==> config.mk <==
export PLATFORM = sky130hd
export DESIGN_NAME = ifft_8p
export DESIGN_NICKNAME = d
export VERILOG_FILES = /design/src/rtl/fft_pkg.sv /design/src/rtl/bfly_2p.sv /design/src/rtl/ifft_8p.sv
export SDC_FILE = /design/constraint.sdc
export NUM_CORES = 2
export LEC_CHECK = 0
export BUFFER_PORTS_ARGS = -buffer_cell sky130_fd_sc_hd__buf_2
export CAP_MARGIN = 5
export CELL_PAD_IN_SITES_DETAIL_PLACEMENT = 0
export CELL_PAD_IN_SITES_GLOBAL_PLACEMENT = 2
export CORE_ASPECT_RATIO = 1.1
export CORE_MARGIN = 8
export CORE_UTILIZATION = 34
export CTS_CLUSTER_DIAMETER = 80
export CTS_CLUSTER_SIZE = 40
export DETAILED_ROUTE_END_ITERATION = 6
export GPL_ROUTABILITY_DRIVEN = 0
export PLACE_DENSITY_LB_ADDON = 0.1
export SETUP_SLACK_MARGIN = 0.15
export SLEW_MARGIN = 20
export SYNTH_ARGS = -nofsm -noshare
export SYNTH_HDL_FRONTEND = slang
export SYNTH_HIERARCHICAL = 1
export SYNTH_SLANG_ARGS = --single-unit
==> constraint.sdc <==
create_clock -name clk -period 12.2 [get_ports clk]
set_input_delay 0.61 -clock clk [delete_from_list [all_inputs] [get_ports clk]]
set_output_delay 0.61 -clock clk [all_outputs]
set_load 0.02 [all_outputs]
==> src/rtl/fft_pkg.sv <==
// Shared definitions for the 8-point FFT/IFFT blocks: FSM state type,
// conjugated (inverse) twiddle table in Q8.8, and 3-bit bit reversal.
package fft_pkg;

  typedef enum logic [1:0] {IDLE, CALC, OUT} state_e;

  // W^k conjugated: cos(2*pi*k/8) + j*sin(2*pi*k/8), k = 0..3, Q8.8
  localparam logic signed [15:0] TW_RE [4] = '{16'sh0100, 16'sh00b5, 16'sh0000, 16'shff4b};
  localparam logic signed [15:0] TW_IM [4] = '{16'sh0000, 16'sh00b5, 16'sh0100, 16'sh00b5};

  function automatic logic [2:0] bit_reverse3(input logic [2:0] k);
    return {k[0], k[1], k[2]};
  endfunction

endpackage

==> src/rtl/bfly_2p.sv <==
// Radix-2 DIT butterfly: top = A + W*B, bot = A - W*B.
// Complex product kept at full 2*DATA_WIDTH, then truncated by >>> FRAC_BITS;
// sums wrap at DATA_WIDTH.
module bfly_2p #(
  parameter int DATA_WIDTH = 16,
  parameter int FRAC_BITS  = 8
) (
  input  logic signed [DATA_WIDTH-1:0] a_re,
  input  logic signed [DATA_WIDTH-1:0] a_im,
  input  logic signed [DATA_WIDTH-1:0] b_re,
  input  logic signed [DATA_WIDTH-1:0] b_im,
  input  logic signed [DATA_WIDTH-1:0] w_re,
  input  logic signed [DATA_WIDTH-1:0] w_im,
  output logic signed [DATA_WIDTH-1:0] top_re,
  output logic signed [DATA_WIDTH-1:0] top_im,
  output logic signed [DATA_WIDTH-1:0] bot_re,
  output logic signed [DATA_WIDTH-1:0] bot_im
);

  logic signed [2*DATA_WIDTH-1:0] p_rr, p_ii, p_ri, p_ir;
  logic signed [DATA_WIDTH-1:0]   m_re, m_im;

  // complex multiply W*B, then add/subtract against A
  always_comb begin
    p_rr   = b_re * w_re;
    p_ii   = b_im * w_im;
    p_ri   = b_re * w_im;
    p_ir   = b_im * w_re;
    m_re   = DATA_WIDTH'((p_rr - p_ii) >>> FRAC_BITS);
    m_im   = DATA_WIDTH'((p_ri + p_ir) >>> FRAC_BITS);
    top_re = a_re + m_re;
    top_im = a_im + m_im;
    bot_re = a_re - m_re;
    bot_im = a_im - m_im;
  end

endmodule

==> src/rtl/ifft_8p.sv <==
// 8-point radix-2 DIT inverse FFT, one shared butterfly, 12 compute cycles.
// Frame in/out over valid/ready; output is held in the work registers.
// Optional IFFT_STAGE_SCALE_EN: each butterfly output >>>1 at writeback
// (overall 1/8, true IFFT). Without it the result is 8 * IFFT(X).
module ifft_8p
  import fft_pkg::*;
#(
  parameter int DATA_WIDTH = 16,
  parameter int FRAC_BITS  = 8,
  parameter int N          = 8
) (
  input  logic                           clk,
  input  logic                           arst_n,
  input  logic                           in_valid,
  output logic                           in_ready,
  input  logic [N-1:0][DATA_WIDTH-1:0]   X_real,
  input  logic [N-1:0][DATA_WIDTH-1:0]   X_imag,
  output logic                           out_valid,
  input  logic                           out_ready,
  output logic [N-1:0][DATA_WIDTH-1:0]   x_real,
  output logic [N-1:0][DATA_WIDTH-1:0]   x_imag
);

  if (N != 8) begin : g_bad_n
    $error("ifft_8p supports N = 8 only");
  end

  state_e                         state_q, state_d;
  logic [1:0]                     stage_q, stage_d;
  logic [1:0]                     bfly_q, bfly_d;
  logic [N-1:0][DATA_WIDTH-1:0]   work_re_q, work_re_d;
  logic [N-1:0][DATA_WIDTH-1:0]   work_im_q, work_im_d;

  logic [2:0] span, low, hi, top_idx, bot_idx;
  logic [1:0] tw_k;
  logic signed [DATA_WIDTH-1:0] a_re, a_im, b_re, b_im, w_re, w_im;
  logic signed [DATA_WIDTH-1:0] t_re, t_im, u_re, u_im;
  logic signed [DATA_WIDTH-1:0] t_re_w, t_im_w, u_re_w, u_im_w;

  // butterfly addressing and operand mux for the current (stage, bfly)
  always_comb begin
    span    = 3'd1 << stage_q;
    low     = {1'b0, bfly_q} & (span - 3'd1);
    hi      = {1'b0, bfly_q} >> stage_q;
    top_idx = (hi << (stage_q + 2'd1)) + low;
    bot_idx = top_idx + span;
    tw_k    = 2'(low << (2'd2 - stage_q));
    a_re    = work_re_q[top_idx];
    a_im    = work_im_q[top_idx];
    b_re    = work_re_q[bot_idx];
    b_im    = work_im_q[bot_idx];
    w_re    = DATA_WIDTH'(TW_RE[tw_k]);
    w_im    = DATA_WIDTH'(TW_IM[tw_k]);
  end

  bfly_2p #(.DATA_WIDTH(DATA_WIDTH), .FRAC_BITS(FRAC_BITS)) u_bfly (
    .a_re(a_re), .a_im(a_im), .b_re(b_re), .b_im(b_im),
    .w_re(w_re), .w_im(w_im),
    .top_re(t_re), .top_im(t_im), .bot_re(u_re), .bot_im(u_im)
  );

  // optional per-stage halving before writeback
  always_comb begin
`ifdef IFFT_STAGE_SCALE_EN
    t_re_w = t_re >>> 1;
    t_im_w = t_im >>> 1;
    u_re_w = u_re >>> 1;
    u_im_w = u_im >>> 1;
`else
    t_re_w = t_re;
    t_im_w = t_im;
    u_re_w = u_re;
    u_im_w = u_im;
`endif
  end

  // FSM: load bit-reversed frame, run 3x4 butterflies in place, hold result
  always_comb begin
    state_d   = state_q;
    stage_d   = stage_q;
    bfly_d    = bfly_q;
    work_re_d = work_re_q;
    work_im_d = work_im_q;
    case (state_q)
      IDLE: begin
        if (in_valid) begin
          for (int k = 0; k < N; k++) begin
            work_re_d[k] = X_real[bit_reverse3(3'(k))];
            work_im_d[k] = X_imag[bit_reverse3(3'(k))];
          end
          state_d = CALC;
          stage_d = 2'd0;
          bfly_d  = 2'd0;
        end
      end
      CALC: begin
        work_re_d[top_idx] = t_re_w;
        work_im_d[top_idx] = t_im_w;
        work_re_d[bot_idx] = u_re_w;
        work_im_d[bot_idx] = u_im_w;
        bfly_d = bfly_q + 2'd1;
        if (bfly_q == 2'd3) begin
          if (stage_q == 2'd2) state_d = OUT;
          else                 stage_d = stage_q + 2'd1;
        end
      end
      OUT: begin
        if (out_ready) state_d = IDLE;
      end
      default: state_d = IDLE;
    endcase
  end

  // state and work registers, synchronous active-low reset
  always_ff @(posedge clk) begin
    if (!arst_n) begin
      state_q   <= IDLE;
      stage_q   <= '0;
      bfly_q    <= '0;
      work_re_q <= '0;
      work_im_q <= '0;
    end else begin
      state_q   <= state_d;
      stage_q   <= stage_d;
      bfly_q    <= bfly_d;
      work_re_q <= work_re_d;
      work_im_q <= work_im_d;
    end
  end

  assign in_ready  = (state_q == IDLE);
  assign out_valid = (state_q == OUT);
  assign x_real    = work_re_q;
  assign x_imag    = work_im_q;

endmodule

==> summary.txt <==
Status
  • Outcome: finished, violations left
  • Failing checks: setup timing

Synth
  • Syn avg cell area: 8.33 sq um
  • Top cells by area, synth: fa_1 32%, dfxtp_1 9.9%, ha_1 7.8%
  • Commonest cells post-synth: 994 x inv_1, 834 x fa_1, 654 x nand2_1
  • Synth unique cells: 92
  • Top_reg_cell synth: dfxtp_1
  • Largest area contributor in the netlist: fa_1
  • Syn Std Cell Area: 52800 sq um
  • Post-synth EDFFs: 0
  • Register area share after synthesis: 0.0994
  • Post-synthesis cell count: 6338
  • Syn. warnings: 6
  • Seq cells post-synth: 262
  • Yosys top cell area share: 0.316
  • Most frequent cell after synthesis: inv_1
  • Asr flop ratio synth: 0

Floorplan
  • Starting Density: 0.343
  • CORE AREA: 154000 sq um
  • Die Wd: 392 microns
  • Ports: 518
  • Die Y: 429 microns
  • Die area: 168000 sq um
  • Num rows: 151

Global routing
  • Initial antenna violation count: 10
  • First-pass GRT wire length: 381000 microns
  • Gr ovfl total: 0
  • Vias in the first global route: 53255
  • Largest net degree at the start of global routing: 70
  • Total track usage: 0.306

Routing
  • Via Count: 50990
  • Met3 WL post-DR: 19000 microns
  • Avg WL per Cell: 28.6 microns
  • DRT Pass-1 Iters: 6
  • Vias per cell: 5.50
  • Met1 wire length: 105000 microns
  • Top routing layer used: met5
  • Antenna-violating nets left: 0
  • DRC viols: 0
  • Initial DRC Count: 4452
  • Met2 WL post-DR: 126000 microns
  • Drt total wl: 265000 microns

STA
  • Crit share post-route: 1.01
  • Fin crit period: 12.27 ns
  • RSZ-0062 raised after global routing: true
  • Clock skew: 0.0701 ns
  • Slew Limit Fails: 0
  • Final setup margin: -0.0745 ns
  • Achievable Freq: 0.0815 GHz
  • Worst slew pin tran: 1.08 ns
  • Final Hold Vio Count: 0
  • Slew margin rel.: 0.271
  • Final Setup Violations: 15

Worst setup path
  • Cell repeated most along the worst path: fa_1
  • Worst Path Arrival: 12.80 ns
  • Crit path largest cell delay: 0.63 ns
  • Worst setup EP type: flip-flop
  • Required time of the critical path: 12.73 ns
  • Setup CP Type: flip-flop to flip-flop
  • Critical path launch point type: flip-flop
  • Crit Path Max Fanout: 7
  • Worst setup startpoint: stage_q[1]$_SDFFE_PN0P_
  • Worst reg2reg startpoint: stage_q[1]$_SDFFE_PN0P_
  • Worst path slowest cell: fa_2

Final layout
  • Final-stage net count: 8612
  • Layout cell share with drive strength beyond 1: 0.265
  • Fin area: 66700 sq um
  • Synthesis-to-layout area growth: 26.5%

Place
  • HPWL after DPL: 204000 microns
  • Post-Place Cell Area: 62300 sq um
  • # port buffers: 517

Clock network
  • CTS H-tree lvls: 1
  • CTS tree: yes
  • Worst skew pair latency: 0.63 ns
  • CTS Sinks: 262
  • Root Driver: clkbuf_16
  • Clock transition at path regs: 0.15 ns
  • Maximum clock path buffer count: 3
  • CTS buffer count: 18

Worst hold path
  • Worst hold path startpoint: X_real[116]
  • Min-delay worst type: primary input to flip-flop

Flow run
  • Maxcap violations: 0
## placed cells by master, fill, tap and decap left out, types with 84 or more instances in the layout
| cell | n |
|---|---|
| nand3_1 | 117 |
| buf_12 | 84 |
| nand2_1 | 636 |
| nor2_1 | 449 |
| a21oi_1 | 189 |
| buf_4 | 621 |
| and2_1 | 458 |
| dfxtp_1 | 258 |
| inv_1 | 959 |
| a211oi_1 | 93 |
| o21ai_0 | 184 |
| buf_2 | 515 |
| fa_1 | 817 |
| xnor2_1 | 127 |
| ha_1 | 289 |
## flip-flops by register name, summed over array words and instances (netlist names)
register / count
x_imag: 128
x_real: 128
bfly_q: 2
stage_q: 2
state_q: 2
## per-stage QoR
stage / hold slack, ns / util / TNS [ns] / setup slack (ns) / std cells
after floorplan: 0.466 / - / 0 / 0.151 / 6381
after global placement: 0.511 / 0.404 / -8.89 / -0.293 / 9094
after detailed placement: 0.521 / 0.404 / -11.61 / -0.312 / 9094
after CTS: 0.277 / 0.418 / 0 / 0.0527 / 9183
after global routing: 0.326 / 0.433 / -24.43 / -0.539 / 9265
final: 0.290 / 0.433 / -0.530 / -0.0745 / 9269
## final timing paths
| kind | end | slack, ns | cells past startpoint |
|---|---|---|---|
| max reg2reg | x_imag[58]$_SDFFE_PN0P_ | -0.07 | 53 |
| max | x_imag[58]$_SDFFE_PN0P_ | -0.07 | 53 |
| min reg2reg | x_imag[16]$_SDFFE_PN0P_ | 0.55 | 2 |
| min | x_real[116]$_SDFFE_PN0P_ | 0.29 | 3 |
## kinds of logic after synthesis
| kind of cell | Yosys count | share of synthesized area |
|---|---|---|
| simple gates | 1902 | 0.169 |
| buf+inv | 1498 | 0.108 |
| compound gates | 1208 | 0.158 |
| fa+ha+maj | 1164 | 0.395 |
| flops | 262 | 0.0994 |
| xor+xnor | 185 | 0.0318 |
| mux | 118 | 0.0395 |
| other cells | 1 | 0.0000711 |
## critical path, delay by kind of cell, from the launching register on
family          cells  cell delay (ns)
flops               1             0.35
buf+inv            17             2.05
compound gates     15             2.58
xor+xnor            3             0.67
fa+ha+maj          13             5.71
simple gates        5             0.82
## what timing repair did
item / in CTS / in global routing
hold buffers: 0 / 0
cloned: 4 / 3
gates resized for setup: 175 / 403
buffers inserted: 53 / 79
pin swaps: 86 / 248
setup endpoints to repair: 113 / 157
## area by class of cell
type	instances	area, sq um
Sequential cell	262	5250
Multi-Input combinational cell	4622	44700
Tap cell	2065	2580
Clock inverter	12	203
Antenna cell	4	10.0
Fill cell	15630	87200
Clock buffer	20	479
Timing Repair Buffer	1287	9810
Inverter	997	3750
## metal layers
metal / track usage / vias to the layer above
met2: 0.516 / 2293
met4: 0.133 / 10
met1: 0.388 / 25974
met3: 0.0458 / 597
li1: - / 22116
met5: 0 / -
Power is not shown: default switching activity piles up to over one toggle a cycle in this logic, so the estimate is an artifact.
